$ cat src/rtl/uart_rx_pkg.sv
// Shared definitions for the UART receive peripheral.
// Provides the receiver FSM state type, status-register bit positions and
// the character width used by the core and the bus-facing top.
package uart_rx_pkg;

  typedef enum logic [2:0] {
    ST_IDLE,
    ST_START,
    ST_DATA,
    ST_STOP,
    ST_WAIT_HIGH
  } rx_state_t;

  localparam int unsigned RX_VALID_BIT     = 0;
  localparam int unsigned RX_OVERRUN_BIT   = 1;
  localparam int unsigned RX_FRAME_ERR_BIT = 2;
  localparam int unsigned RX_STATUS_W      = 3;

  localparam int unsigned UART_DATA_BITS   = 8;

endpackage

$ cat src/rtl/uart_rx_core.sv
// 8N1 receive engine: synchronizer, framing FSM, bit counters, shift register.
// Ports:
//   clk_i, reset_i  : system clock, synchronous active-high reset
//   uart_rx_i       : asynchronous serial line, idle high
//   byte_done_o     : 1-cycle pulse in the stop-sample cycle of a good frame
//   byte_o          : received character, valid while byte_done_o is high
//   frame_err_o     : 1-cycle pulse in the stop-sample cycle of a bad stop bit
module uart_rx_core
  import uart_rx_pkg::*;
#(
  parameter int unsigned CLKS_PER_BIT = 1042
) (
  input  logic                      clk_i,
  input  logic                      reset_i,
  input  logic                      uart_rx_i,
  output logic                      byte_done_o,
  output logic [UART_DATA_BITS-1:0] byte_o,
  output logic                      frame_err_o
);

  localparam int unsigned CNT_W = $clog2(CLKS_PER_BIT);
  localparam int unsigned HALF  = CLKS_PER_BIT / 2;

  localparam logic [CNT_W-1:0] CNT_HALF_END = CNT_W'(HALF - 1);
  localparam logic [CNT_W-1:0] CNT_BIT_END  = CNT_W'(CLKS_PER_BIT - 1);
  localparam logic [2:0]       LAST_BIT     = 3'(UART_DATA_BITS - 1);

  rx_state_t                 state_q, state_d;
  logic [CNT_W-1:0]          cnt_q, cnt_d;
  logic [2:0]                bit_idx_q, bit_idx_d;
  logic [UART_DATA_BITS-1:0] shift_q, shift_d;
  logic                      rx_meta_q, rx_s_q;

  // Two-flop synchronizer plus FSM state; sync flops reset to line-idle.
  always_ff @(posedge clk_i) begin
    if (reset_i) begin
      rx_meta_q <= 1'b1;
      rx_s_q    <= 1'b1;
      state_q   <= ST_IDLE;
      cnt_q     <= '0;
      bit_idx_q <= '0;
      shift_q   <= '0;
    end else begin
      rx_meta_q <= uart_rx_i;
      rx_s_q    <= rx_meta_q;
      state_q   <= state_d;
      cnt_q     <= cnt_d;
      bit_idx_q <= bit_idx_d;
      shift_q   <= shift_d;
    end
  end

  // Framing FSM: start is re-checked at half a bit, then every bit is
  // sampled a full bit period later, landing mid-bit.
  always_comb begin
    state_d     = state_q;
    cnt_d       = cnt_q;
    bit_idx_d   = bit_idx_q;
    shift_d     = shift_q;
    byte_done_o = 1'b0;
    frame_err_o = 1'b0;

    case (state_q)
      ST_IDLE: begin
        if (!rx_s_q) begin
          state_d = ST_START;
          cnt_d   = '0;
        end
      end

      ST_START: begin
        if (cnt_q == CNT_HALF_END) begin
          cnt_d = '0;
          if (!rx_s_q) begin
            state_d   = ST_DATA;
            bit_idx_d = '0;
          end else begin
            state_d = ST_IDLE;
          end
        end else begin
          cnt_d = cnt_q + CNT_W'(1);
        end
      end

      ST_DATA: begin
        if (cnt_q == CNT_BIT_END) begin
          shift_d   = {rx_s_q, shift_q[UART_DATA_BITS-1:1]};
          cnt_d     = '0;
          bit_idx_d = bit_idx_q + 3'd1;
          if (bit_idx_q == LAST_BIT) begin
            state_d = ST_STOP;
          end
        end else begin
          cnt_d = cnt_q + CNT_W'(1);
        end
      end

      ST_STOP: begin
        if (cnt_q == CNT_BIT_END) begin
          cnt_d = '0;
          if (rx_s_q) begin
            byte_done_o = 1'b1;
            state_d     = ST_IDLE;
          end else begin
            frame_err_o = 1'b1;
            state_d     = ST_WAIT_HIGH;
          end
        end else begin
          cnt_d = cnt_q + CNT_W'(1);
        end
      end

      // A held-low (break) line must not look like a fresh start bit.
      ST_WAIT_HIGH: begin
        if (rx_s_q) begin
          state_d = ST_IDLE;
        end
      end

      default: state_d = ST_IDLE;
    endcase
  end

  assign byte_o = shift_q;

endmodule

$ cat src/rtl/peri_uart_rx.sv
// Memory-mapped UART receiver peripheral.
// Ports:
//   clk_i, reset_i   : system clock, synchronous active-high reset
//   uart_rx_i        : serial line input, idle high
//   data_i           : bus write data, bits [2:0] load the status register
//   we_ctrl_uart_i   : status register write enable
//   data_out_rx_o    : {24'b0, rx_data}
//   data_out_ctrl_o  : {29'b0, frame_err, overrun, rx_valid}
module peri_uart_rx
  import uart_rx_pkg::*;
#(
  parameter int unsigned CLKS_PER_BIT = 1042
) (
  input  logic        clk_i,
  input  logic        reset_i,
  input  logic        uart_rx_i,
  input  logic [31:0] data_i,
  input  logic        we_ctrl_uart_i,
  output logic [31:0] data_out_rx_o,
  output logic [31:0] data_out_ctrl_o
);

  logic                      byte_done;
  logic [UART_DATA_BITS-1:0] byte_rx;
  logic                      frame_err;

  logic [UART_DATA_BITS-1:0] rx_data_q, rx_data_d;
  logic [RX_STATUS_W-1:0]    status_q, status_d;

  logic unused_data;
  assign unused_data = ^data_i[31:RX_STATUS_W];

  uart_rx_core #(
    .CLKS_PER_BIT(CLKS_PER_BIT)
  ) u_core (
    .clk_i       (clk_i),
    .reset_i     (reset_i),
    .uart_rx_i   (uart_rx_i),
    .byte_done_o (byte_done),
    .byte_o      (byte_rx),
    .frame_err_o (frame_err)
  );

  always_ff @(posedge clk_i) begin
    if (reset_i) begin
      rx_data_q <= '0;
      status_q  <= '0;
    end else begin
      rx_data_q <= rx_data_d;
      status_q  <= status_d;
    end
  end

  // Software write first, hardware sets applied on top so they win.
  always_comb begin
    rx_data_d = rx_data_q;
    status_d  = status_q;

    if (we_ctrl_uart_i) begin
      status_d = data_i[RX_STATUS_W-1:0];
    end

    if (byte_done) begin
      rx_data_d              = byte_rx;
      status_d[RX_VALID_BIT] = 1'b1;
      if (status_q[RX_VALID_BIT]) begin
        status_d[RX_OVERRUN_BIT] = 1'b1;
      end
    end

    if (frame_err) begin
      status_d[RX_FRAME_ERR_BIT] = 1'b1;
    end
  end

  assign data_out_rx_o   = 32'(rx_data_q);
  assign data_out_ctrl_o = 32'(status_q);

endmodule
$ cat config.mk
export PLATFORM = sky130hd
export DESIGN_NAME = peri_uart_rx
export DESIGN_NICKNAME = d
export VERILOG_FILES = /design/src/rtl/uart_rx_pkg.sv /design/src/rtl/uart_rx_core.sv /design/src/rtl/peri_uart_rx.sv
export SDC_FILE = /design/constraint.sdc
export NUM_CORES = 1
export LEC_CHECK = 0
export CORE_ASPECT_RATIO = 1.25
export CORE_UTILIZATION = 40
export CTS_CLUSTER_DIAMETER = 50
export DETAILED_ROUTE_END_ITERATION = 8
export PLACE_DENSITY_LB_ADDON = 0.08
export SYNTH_ARGS = -nofsm -noshare
export SYNTH_HDL_FRONTEND = slang
export SYNTH_SLANG_ARGS = --single-unit
export TNS_END_PERCENT = 10
$ cat constraint.sdc
create_clock -name clk_i -period 2.9 [get_ports clk_i]
set_input_delay 0.58 -clock clk_i [delete_from_list [all_inputs] [get_ports clk_i]]
set_output_delay 0.58 -clock clk_i [all_outputs]
set_load 0.005 [all_outputs]
# --- Word level (Yosys, flattened, before mapping) ---
# Cells that the tools add are included.
op_classes:
  add_sub_neg: 2
  n_eq_ne: 14
  mux: 27
  reduce_logical: 10
ops:
  columns: ["op", "count"]
  rows:
  - ["$mux 11", 3]
  - ["$mux 3", 11]
  - ["$pmux 11 s3", 1]
  - ["$pmux 3 s5", 1]
  - ["$add 11x1->11 const B", 1]
  - ["$eq 11x10->1 const B", 1]
  - ["$eq 11x11->1 const B", 1]
  - ["$ne 2x1->1 const B", 5]
  - ["$mux 1", 8]
  - ["$eq 3x2->1 const B", 2]
  - ["$eq 3x3->1 const B", 2]
  - ["$pmux 3 s2", 1]
  - ["$reduce_and 6->1", 1]
  - ["$reduce_bool 2->1", 3]
  - ["$mux 2", 2]
  - ["$ne 2x2->1 const B", 2]
  - ["$reduce_and 2->1", 2]
  - ["$reduce_and 4->1", 1]
  - ["$add 3x1->3 const B", 1]
  - ["$eq 3x1->1 const B", 1]
  - ["$logic_not 3->1", 1]
  - ["$reduce_bool 3->1", 1]
  - ["$reduce_or 2->1", 1]
word_totals:
  register_bits: 38
  inputBits: 36
  out_inout_bits: 64
  word_cells: 63

# --- Longest topological paths before layout ---
# Gate-level depths: netlist (run 1).
logic_depth:
  depth_word: 4
  ltp_mapped: 8
  mapped_depth_nobuf: 7

# --- By module ---
# A second synthesis (run 1) with hierarchy kept.
unflattened:
  hier_cells: 255
  area_unflattened_um2: 2223.4
modules_own_cells:
  columns: ["module", "n_inst", "cells_each", "area_per_inst_um2", "seq_area_each_um2"]
  rows:
  - ["uart_rx_core", 1, 163, 1418.9, 540.5]
  - ["peri_uart_rx", 1, 92, 804.5, 220.2]

# --- Least setup slack after synthesis (run 1) ---
# OpenSTA, ideal clock, no wires.
synth_timing:
  kind: "reg-to-reg"
  startpoint: "register u_core.cnt_q[0]"
  endpoint: "register u_core.state_q[1]"
  setup_time_ns: 0.131
  arrival_ns: 2.263
  path_slack_ns: 0.506
  stages_incl_launch_ff: 8
  path_buffers: 0
  synth_period_minus_slack_ns: 2.394
  path_cell_list: "dfxtp_1 > inv_1 > ha_1 > or4bb_1 > or4b_1 > a222oi_1 > o221a_1 > nor3_1"
synth_via:
  elab_chain_cells: 3
  word_cells_on_any_way: 6
  cone_classes: "eq/ne: 5; reduce/logical: 1"
synth_rtl:
  columns: ["element", "line", "rtl"]
  rows:
  - ["start, declared", "uart_rx_core.sv:29", "logic [CNT_W-1:0] cnt_q, cnt_d;"]
  - ["start signal, assigned", "uart_rx_core.sv:47", "cnt_q <= cnt_d;"]
  - ["$eq 11x11->1 or $eq 11x10->1 (tied branches)", "uart_rx_core.sv:86, uart_rx_core.sv:99, uart_rx_core.sv:72", null]
  - ["$ne 2x1->1 (no line)", null, null]
  - ["$reduce_and 6->1 (no line) (*)", null, null]
  - ["end signal, assigned", "uart_rx_core.sv:46", "state_q <= state_d;"]
  - ["end, declared", "uart_rx_core.sv:28", "rx_state_t state_q, state_d;"]
# Every way passes the cells marked *; elsewhere a longest branch is shown, timed or not.
# A chain may end at the register's enable or synchronous reset.

# --- Worst setup path in the final report (run 1) ---
layout_timing:
  startpoint: "register u_core.cnt_q[0]"
  endpoint: "register u_core.state_q[2]"
# Same word-level chain as after synthesis.

==> metrics, run 1 <==
fin nets=310; die area=0.005593 sq mm; most common cell after layout, fill and taps aside=conb_1; Iteration-0 DRC Markers=71; status=finished clean; maximum vdd ir drop=293.7 uV; Seq/Total Area, Yosys=0.3591; Critical Path RT=3.07 ns; initial antenna violation count=0; WP data arrival=2.62 ns; ratio of cells with drive above 1 in the final layout=0.07407; Yosys warning count=0; Congestion Overflow GR=0; number of global-route vias before repair=1313; CTS max path bufs=2; final worst-path cycle share=0.8431; final hold violations=0; Max Cap Viol=0; diode count=0; # hold bufs at CTS=0; clock skew=0.001621 ns; Worst setup EP type=register; min Tclk post-route=2.445 ns; hold_sp=u_core.rx_meta_q; 1st-pass router iterations=4; Die Width=67.09 microns; Placer Congestion=0.7134; Placed Area=0.002160 sq mm; Hold Path Sink=u_core.rx_s_q; CTS clk-pin slew, worst paths=0.07 ns; Worst Setup Start Kind=register; CTS H-tree depth=2; worst-skew pair later-pin latency=0.28 ns; setup TNS=0 ns; power per cell area=588.3 mW/mm^2; # IOs=100; fmax=409.0 MHz; DRT antenna net count=0; R2R Path End=u_core.state_q[2]; RSZ-0062 raised after global routing=no; largest net degree at the start of global routing=34; Die Y=83.36 microns; DRC=0; kind of critical path=reg -> reg; root buf cell=clkbuf_8; final wirelength=3554 microns; Avg Cell Area, Syn=8.406 sq um; Lkg Pwr=0.9681 nW; Starting Density=0.4170; CORE AREA=0.005080 sq mm; FP Rows=29; mean routed wirelength per cell=10.70 microns; first-pass GRT wire length=5892 microns; Port Buffers=17; CTS tree=done; Worst R2R Path Depth=8; final instance area=0.002255 sq mm; Clock Sink Count=38; Via density=4.545; Setup-failing EPs final=0; Setup Buffers After CTS=0; CTS buffer count=5; Yosys reg bits=38; Hold WC Path Type=reg -> reg; cells after synthesis=252; post-DP HPWL=2552 microns; Area Growth Syn to Fin=6.438%; hold depth=1; Synth cell types=38; routed via count=1509; synthesized area=0.002118 sq mm; commonest non-fill, non-tap cells in the layout=53 x conb_1, 38 x dfxtp_1, 25 x nor2_1; Final Max Tran Viols=0; flop-to-flop setup slack=0.45 ns; Post-CTS Resized=0; FF-to-FF Start=u_core.cnt_q[0]; peak fanout along the critical path=7; Tot GR Track Use=0.1357
how the worst max path moves through the flow:
stage                    start  slack [ns]                 to  cells past startpoint
6_report       u_core.cnt_q[0]        0.45  u_core.state_q[2]                      8
5_1_grt        u_core.cnt_q[0]        0.35  u_core.state_q[1]                      8
4_1_cts        u_core.cnt_q[0]        0.44  u_core.state_q[2]                      8
3_5_place_dp   u_core.cnt_q[0]        0.45  u_core.state_q[2]                      8
3_3_place_gp   u_core.cnt_q[0]        0.44  u_core.state_q[2]                      8
2_1_floorplan  u_core.cnt_q[0]        0.51  u_core.state_q[1]                      7
final cells by class:
type	instances	area [sq um]
inverters	5	18.77
clock buffers	6	82.58
flip-flops and latches	38	760.7
repair buffers	23	215.2
multi-input cells	196	1087
fillers	540	2825
clock inverters	2	12.51
well taps	62	77.57
report_power, final:
group	switching (mW)	internal, mW
logic	0.198	0.150
clock network	0.183	0.191
registers	0.0513	0.552
total	0.433	0.894
flip-flops by register name, summed over array words and instances (netlist names):
name / cells
u_core.cnt_q: 11
rx_data_q: 8
u_core.byte_o: 8
status_q: 3
u_core.bit_idx_q: 3
u_core.state_q: 3
u_core.rx_meta_q: 1
u_core.rx_s_q: 1
worst max-delay path, cell delays in order (launching register included):
cell      delay (ns)
dfxtp_1         0.38
inv_1           0.08
ha_1            0.14
or4bb_1         0.52
or4b_1          0.49
a222oi_1        0.30
buf_4           0.19
mux2i_1         0.17
nor2_1          0.05
through the flow:
stage	cells	hold WS, ns	util	power [mW]	setup WS [ns]
3_3_place_gp	324	0.3975	0.4251	0.9667	0.4387
4_1_cts	332	0.4157	0.4438	1.349	0.4351
5_1_grt	332	0.4340	0.4438	1.430	0.3512
3_5_place_dp	324	0.4018	0.4251	0.9675	0.4454
2_1_floorplan	304	0.3895	-	0.9182	0.5056
6_report	332	0.4104	0.4438	1.326	0.4550
layer usage:
metal  routed length [microns]  vias to the layer above  part of all wire  global-route usage
met4                        53                        0             0.015             0.05029
met5                         0                        -                 0                   0
met2                      1767                       30              0.50              0.2227
li1                          -                      786                 -                   -
met3                       133                        5             0.037             0.03709
met1                      1599                      688              0.45              0.1639
cells in the mapped netlist, drive strengths merged:
cell,count,area share
or3b,1,0.0041
buf,56,0.19
or4bb,1,0.0053
a21o,4,0.014
o21a,2,0.0071
a31oi,5,0.015
a222oi,1,0.0047
or2,3,0.0089
nor2,25,0.044
o32ai,1,0.0041
mux2i,14,0.066
nor3,6,0.014
nand4,1,0.0030
nand3,6,0.014
nand2b,4,0.012
clkbuf,9,0.016
ha,5,0.030
o21ai,3,0.0071
conb,1,0.0018
a21oi,15,0.035
nand3b,2,0.0071
inv,5,0.0089
nand2,23,0.041
a22o,3,0.012
nor4b,2,0.0083
nor4,2,0.0059
nor2b,1,0.0030
a41oi,1,0.0041
nand4b,1,0.0041
xnor2,1,0.0041
a211oi,1,0.0035
dfxtp,38,0.36
or4b,1,0.0047
o22ai,2,0.0059
a22oi,3,0.011
or4,2,0.011
o221a,1,0.0053
kinds of logic (layout without fill, tap and decap cells):
kind of cell / after synthesis / after routing / share of synthesized area
simple gates: 81 / 81 / 0.1902
buf+inv: 70 / 36 / 0.2197
compound gates: 42 / 42 / 0.1294
flops: 38 / 38 / 0.3591
mux: 14 / 14 / 0.06615
fa+ha+maj: 5 / 5 / 0.02953
other cells: 1 / 53 / 0.001770
xor+xnor: 1 / 1 / 0.004135
Power figures use the tool's default switching activity.
==> run 2: changes to the inputs <==
Settings changed: CORE_UTILIZATION 40 to 37.
Clock period 2.9 ns to 2.21 ns, I/O delays scaled along.
==> metrics, run 2 (synthesized netlist as in run 1, its figures left out) <==
status=finished, violations left; violated checks=setup timing; Lkg Pwr=1.044 nW; worst-margin pin slew=0.5306 ns; # IOs=100; Iteration-0 DRC Markers=91; Core Util, Final=0.4413; CP Cell Sequence=inv_1, ha_1, or4bb_4, or4b_4, a222oi_1, buf_4, mux2i_1, nor2_1; diode count=0; area of the multi-input gates=0.001130 sq mm; Congestion Overflow GR=0; CTS buffer count=5; root buf cell=clkbuf_8; maximum vdd ir drop=301.2 uV; Placer Congestion=0.7396; clock skew=0.006772 ns; Die Width=69.68 microns; Largest register FFs=11; Internal=1.305 mW; final instance area=0.002419 sq mm; DRT antenna net count=0; Seq pwr share=0.394; WHS=0.4128 ns; Area Growth Syn to Fin=14.18%; routed via count=1594; CP max-delay cell=or4b_4; Worst Setup Start Kind=register; Filler cells=595; CTS max path bufs=2; Clock Sink Count=38; final wirelength=3832 microns; most common cell after layout, fill and taps aside=conb_1; register area=763.2 sq um; Final Max Tran Viols=0; final hold violations=0; final setup margin=-0.1101 ns; DP Cell Count=339; post-DP HPWL=2769 microns; Port Buffers=17; sw frac=0.3208; setup TNS=-0.2059 ns; Die Y=86.60 microns; peak fanout along the critical path=4; # hold bufs at CTS=0; worst-skew pair later-pin latency=0.29 ns; CTS H-tree depth=2; Biggest register=u_core.cnt_q; kind of critical path=reg -> reg; fin nets=323; largest net degree at the start of global routing=34; Worst setup EP type=register; 1st-pass router iterations=4; die area=0.006034 sq mm; Max Cap Viol=0; CTS clk-pin slew, worst paths=0.08 ns; Placed Area=0.002261 sq mm; Setup-failing EPs final=2; mean routed wirelength per cell=11.04 microns; WP data arrival=2.49 ns; first-pass GRT wire length=6334 microns; Critical Path RT=2.38 ns; Tot GR Track Use=0.1322; initial antenna violation count=0; CORE AREA=0.005480 sq mm; power share of the combinational group=0.296; Via density=4.594; Starting Density=0.3865; ratio of cells with drive above 1 in the final layout=0.1449; CTS tree=done; clock power share=0.309; DRC=0; commonest non-fill, non-tap cells in the layout=53 x conb_1, 36 x dfxtp_1, 25 x nor2_1; power per cell area=794.5 mW/mm^2; Psw=616.5 uW; min Tclk post-route=2.320 ns; final worst-path cycle share=1.050; RSZ-0062 raised after global routing=yes; FP Rows=30; CP max stage delay=0.49 ns; fin cells=347; number of global-route vias before repair=1348; Slew HR=0.6463; Hold WC Path Type=reg -> reg; Setup Buffers After CTS=0; fmax=431.0 MHz
-- run 2: layout make-up --
class / count / area share
Multi-Input combinational cell: 196 / 0.4671
Sequential cell: 38 / 0.3156
Clock inverter: 3 / 0.01862
Inverter: 5 / 0.007760
Tap cell: 64 / 0.03311
Clock buffer: 5 / 0.02845
Timing Repair Buffer: 36 / 0.1293
-- run 2: power by group through the flow --
stage | Sequential (mW) | Combinational [mW] | Clock [mW]
after floorplan | 0.776 | 0.430 | 0
after global routing | 0.763 | 0.645 | 0.650
after detailed placement | 0.772 | 0.556 | 0
after CTS | 0.756 | 0.560 | 0.614
after global placement | 0.772 | 0.553 | 0
final | 0.757 | 0.570 | 0.595
-- run 2: routing by layer --
layer | GRT usage | vias to the layer above | wire length [microns]
met1 | 0.1594 | 737 | 1747
met4 | 0.04364 | 0 | 32
met3 | 0.03953 | 4 | 143
met2 | 0.2259 | 34 | 1908
li1 | - | 819 | -
met5 | 0 | - | 0
-- run 2: metrics by stage --
step / power (mW) / worst slack (ns)
after floorplan: 1.206 / -0.1182
after global placement: 1.326 / -0.08694
after detailed placement: 1.328 / -0.1096
after CTS: 1.930 / -0.1032
after global routing: 2.058 / -0.2254
final: 1.922 / -0.1101
-- run 2: what timing repair did --
item                                    4_1_cts  5_1_grt
pin swaps                                     1        2
gates resized for setup                       1        8
endpoints found under the setup margin        6       17
-- run 2: worst max-delay path, delay by kind of cell, from the launching register on --
| kind | cells | cell delay [ns] |
|---|---|---|
| AOI/OAI and AO/OA | 1 | 0.32 |
| adders and majority gates | 1 | 0.13 |
| buffers and inverters | 2 | 0.24 |
| DFF | 1 | 0.33 |
| muxes | 1 | 0.18 |
| and+or+nand+nor | 3 | 1.01 |
-- run 2: final timing paths --
path	from	end	slack, ns	cells after the start
max	u_core.cnt_q[0]	u_core.state_q[2]	-0.11	8
min	u_core.rx_meta_q	u_core.rx_s_q	0.41	1
max reg2reg	u_core.cnt_q[0]	u_core.state_q[2]	-0.11	8
min reg2reg	u_core.rx_meta_q	u_core.rx_s_q	0.41	1
==> run 3: changes to the inputs <==
Settings changed: CORE_UTILIZATION 37 to 38, PLACE_DENSITY_LB_ADDON 0.08 to 0.05, SYNTH_HIERARCHICAL set to 1.
Clock period 2.21 ns to 1.9 ns, I/O delays scaled along.
==> metrics, run 3 <==
status=finished, violations left; violated checks=setup timing; # IOs=100; Worst Setup Start Kind=register; min Tclk post-route=2.015 ns; top cells by instance count after synthesis=53 x buf_4, 38 x dfxtp_1, 30 x nor2_1; Critical Path RT=2.09 ns; hold depth=1; Hold WC Path Type=reg -> reg; Lkg Pwr=1.122 nW; async set or reset register ratio after synthesis=0; Congestion Overflow GR=0; final setup margin=-0.1152 ns; worst-skew pair later-pin latency=0.30 ns; cells after synthesis=255; clock skew=0.005808 ns; die area=0.006163 sq mm; top-count cell post-synth=buf_4; Yosys reg bits=38; DRC=0; Tot GR Track Use=0.1532; FP Rows=30; Iteration-0 DRC Markers=69; number of synthesized flops with an enable pin=0; # hold bufs at CTS=0; leading post-synthesis cells by cell area=dfxtp_1 34%, buf_4 18%, mux2i_1 9.0%; post-DP HPWL=3228 microns; fin nets=345; Placer Congestion=0.7446; Core Util, Final=0.4930; fmax=496.2 MHz; 1st-pass router iterations=4; ratio of cells with drive above 1 in the final layout=0.2000; register area=765.7 sq um; commonest non-fill, non-tap cells in the layout=53 x conb_1, 34 x dfxtp_1, 32 x buf_4; number of global-route vias before repair=1547; Yosys warning count=6; CTS clk-pin slew, worst paths=0.08 ns; most common cell after layout, fill and taps aside=conb_1; Avg Cell Area, Syn=8.719 sq um; Max Cap Viol=0; initial antenna violation count=0; RSZ-0062 raised after global routing=yes; final hold violations=0; Starting Density=0.4029; diode count=0; Clock Sink Count=38; synthesized area=0.002223 sq mm; mean routed wirelength per cell=12.31 microns; Final Max Tran Viols=0; Biggest register=u_core/cnt_q; Die Y=87.52 microns; Synth area leader=dfxtp_1; CTS H-tree depth=2; Port Buffers=17; area of the multi-input gates=0.001240 sq mm; largest net degree at the start of global routing=29; Filler cells=562; CTS tree=done; final wirelength=4543 microns; CORE AREA=0.005518 sq mm; routed via count=1721; CTS max path bufs=2; Synth Flop Type=dfxtp_1; Area Growth Syn to Fin=22.34%; power per cell area=783.2 mW/mm^2; root buf cell=clkbuf_8; Synth top area share=0.3421; first-pass GRT wire length=7376 microns; Worst setup EP type=register; Via density=4.664; CTS buffer count=5; final worst-path cycle share=1.061; Worst R2R Path Depth=5; WP data arrival=2.21 ns; Largest register FFs=11; DRT antenna net count=0; Synth cell types=43; kind of critical path=reg -> reg; pre-CTS WS=-0.1490 ns; Die Width=70.42 microns; peak fanout along the critical path=4; Seq/Total Area, Yosys=0.3421; Setup-failing EPs final=2; maximum vdd ir drop=427.8 uV; setup TNS=-0.1446 ns
[run 3: path summary, 6_finish.rpt]
check / slack (ns) / from / end
setup / recovery: -0.12 / u_core/cnt_q[2] / u_core/state_q[0]
hold / removal: 0.41 / u_core/rx_meta_q / u_core/rx_s_q
setup reg to reg: -0.12 / u_core/cnt_q[2] / u_core/state_q[0]
hold reg to reg: 0.41 / u_core/rx_meta_q / u_core/rx_s_q
[run 3: metal layers]
metal / global-route usage / vias up / share of wire
li1: - / 869 / -
met1: 0.1836 / 807 / 0.44
met2: 0.2615 / 39 / 0.51
met3: 0.03704 / 6 / 0.037
met4: 0.06545 / 0 / 0.017
met5: 0 / - / 0
[run 3: area by class of cell]
class,instances,share of cell area
clock buffer,6,0.03036
clock inverter,2,0.02208
inverter,8,0.01104
multi-input combinational,199,0.4558
sequential,38,0.2815
tap,64,0.02944
timing repair buffer,52,0.1697
[run 3: kinds of logic after synthesis]
kind of cell	after synthesis	synth area share
muxes	21	0.09510
AOI/OAI and AO/OA	34	0.1075
xor gates and xnor gates	1	0.003940
adders and majority gates	5	0.02814
DFF	38	0.3421
buffers and inverters	70	0.2133
other	1	0.001687
and+or+nand+nor	85	0.2082
[run 3: stage by stage]
step	cell area [sq um]	total power [mW]	hold slack [ns]	instances
floorplan	2420	1.154	0.3895	307
global placement	2484	1.248	0.3980	357
detailed placement	2484	1.247	0.3964	357
CTS	2645	2.134	0.4139	365
global route	2720	2.233	0.4204	369
finish	2720	2.130	0.4136	369
[run 3: timing repair]
item,CTS,global route
buffers inserted,0,4
resized for setup,4,13
pin swaps,1,4
setup endpoints to repair,3,27
hold endpoints to repair,0,0
[run 3: critical path, stage by stage (launching register included)]
cell and delay (ns):
dfxtp_2 0.34, nor4_4 0.39, nand4_4 0.17, a221o_1 0.39, nor4_4 0.29, mux2_4 0.33
[run 3: power by group]
group          internal [mW]  switching, mW  total [mW]  leakage, nW
combinational          0.195          0.220       0.415        0.741
clock                  0.560          0.310       0.871       0.0714
sequential             0.821         0.0239       0.845        0.309
total                   1.58          0.554        2.13         1.12
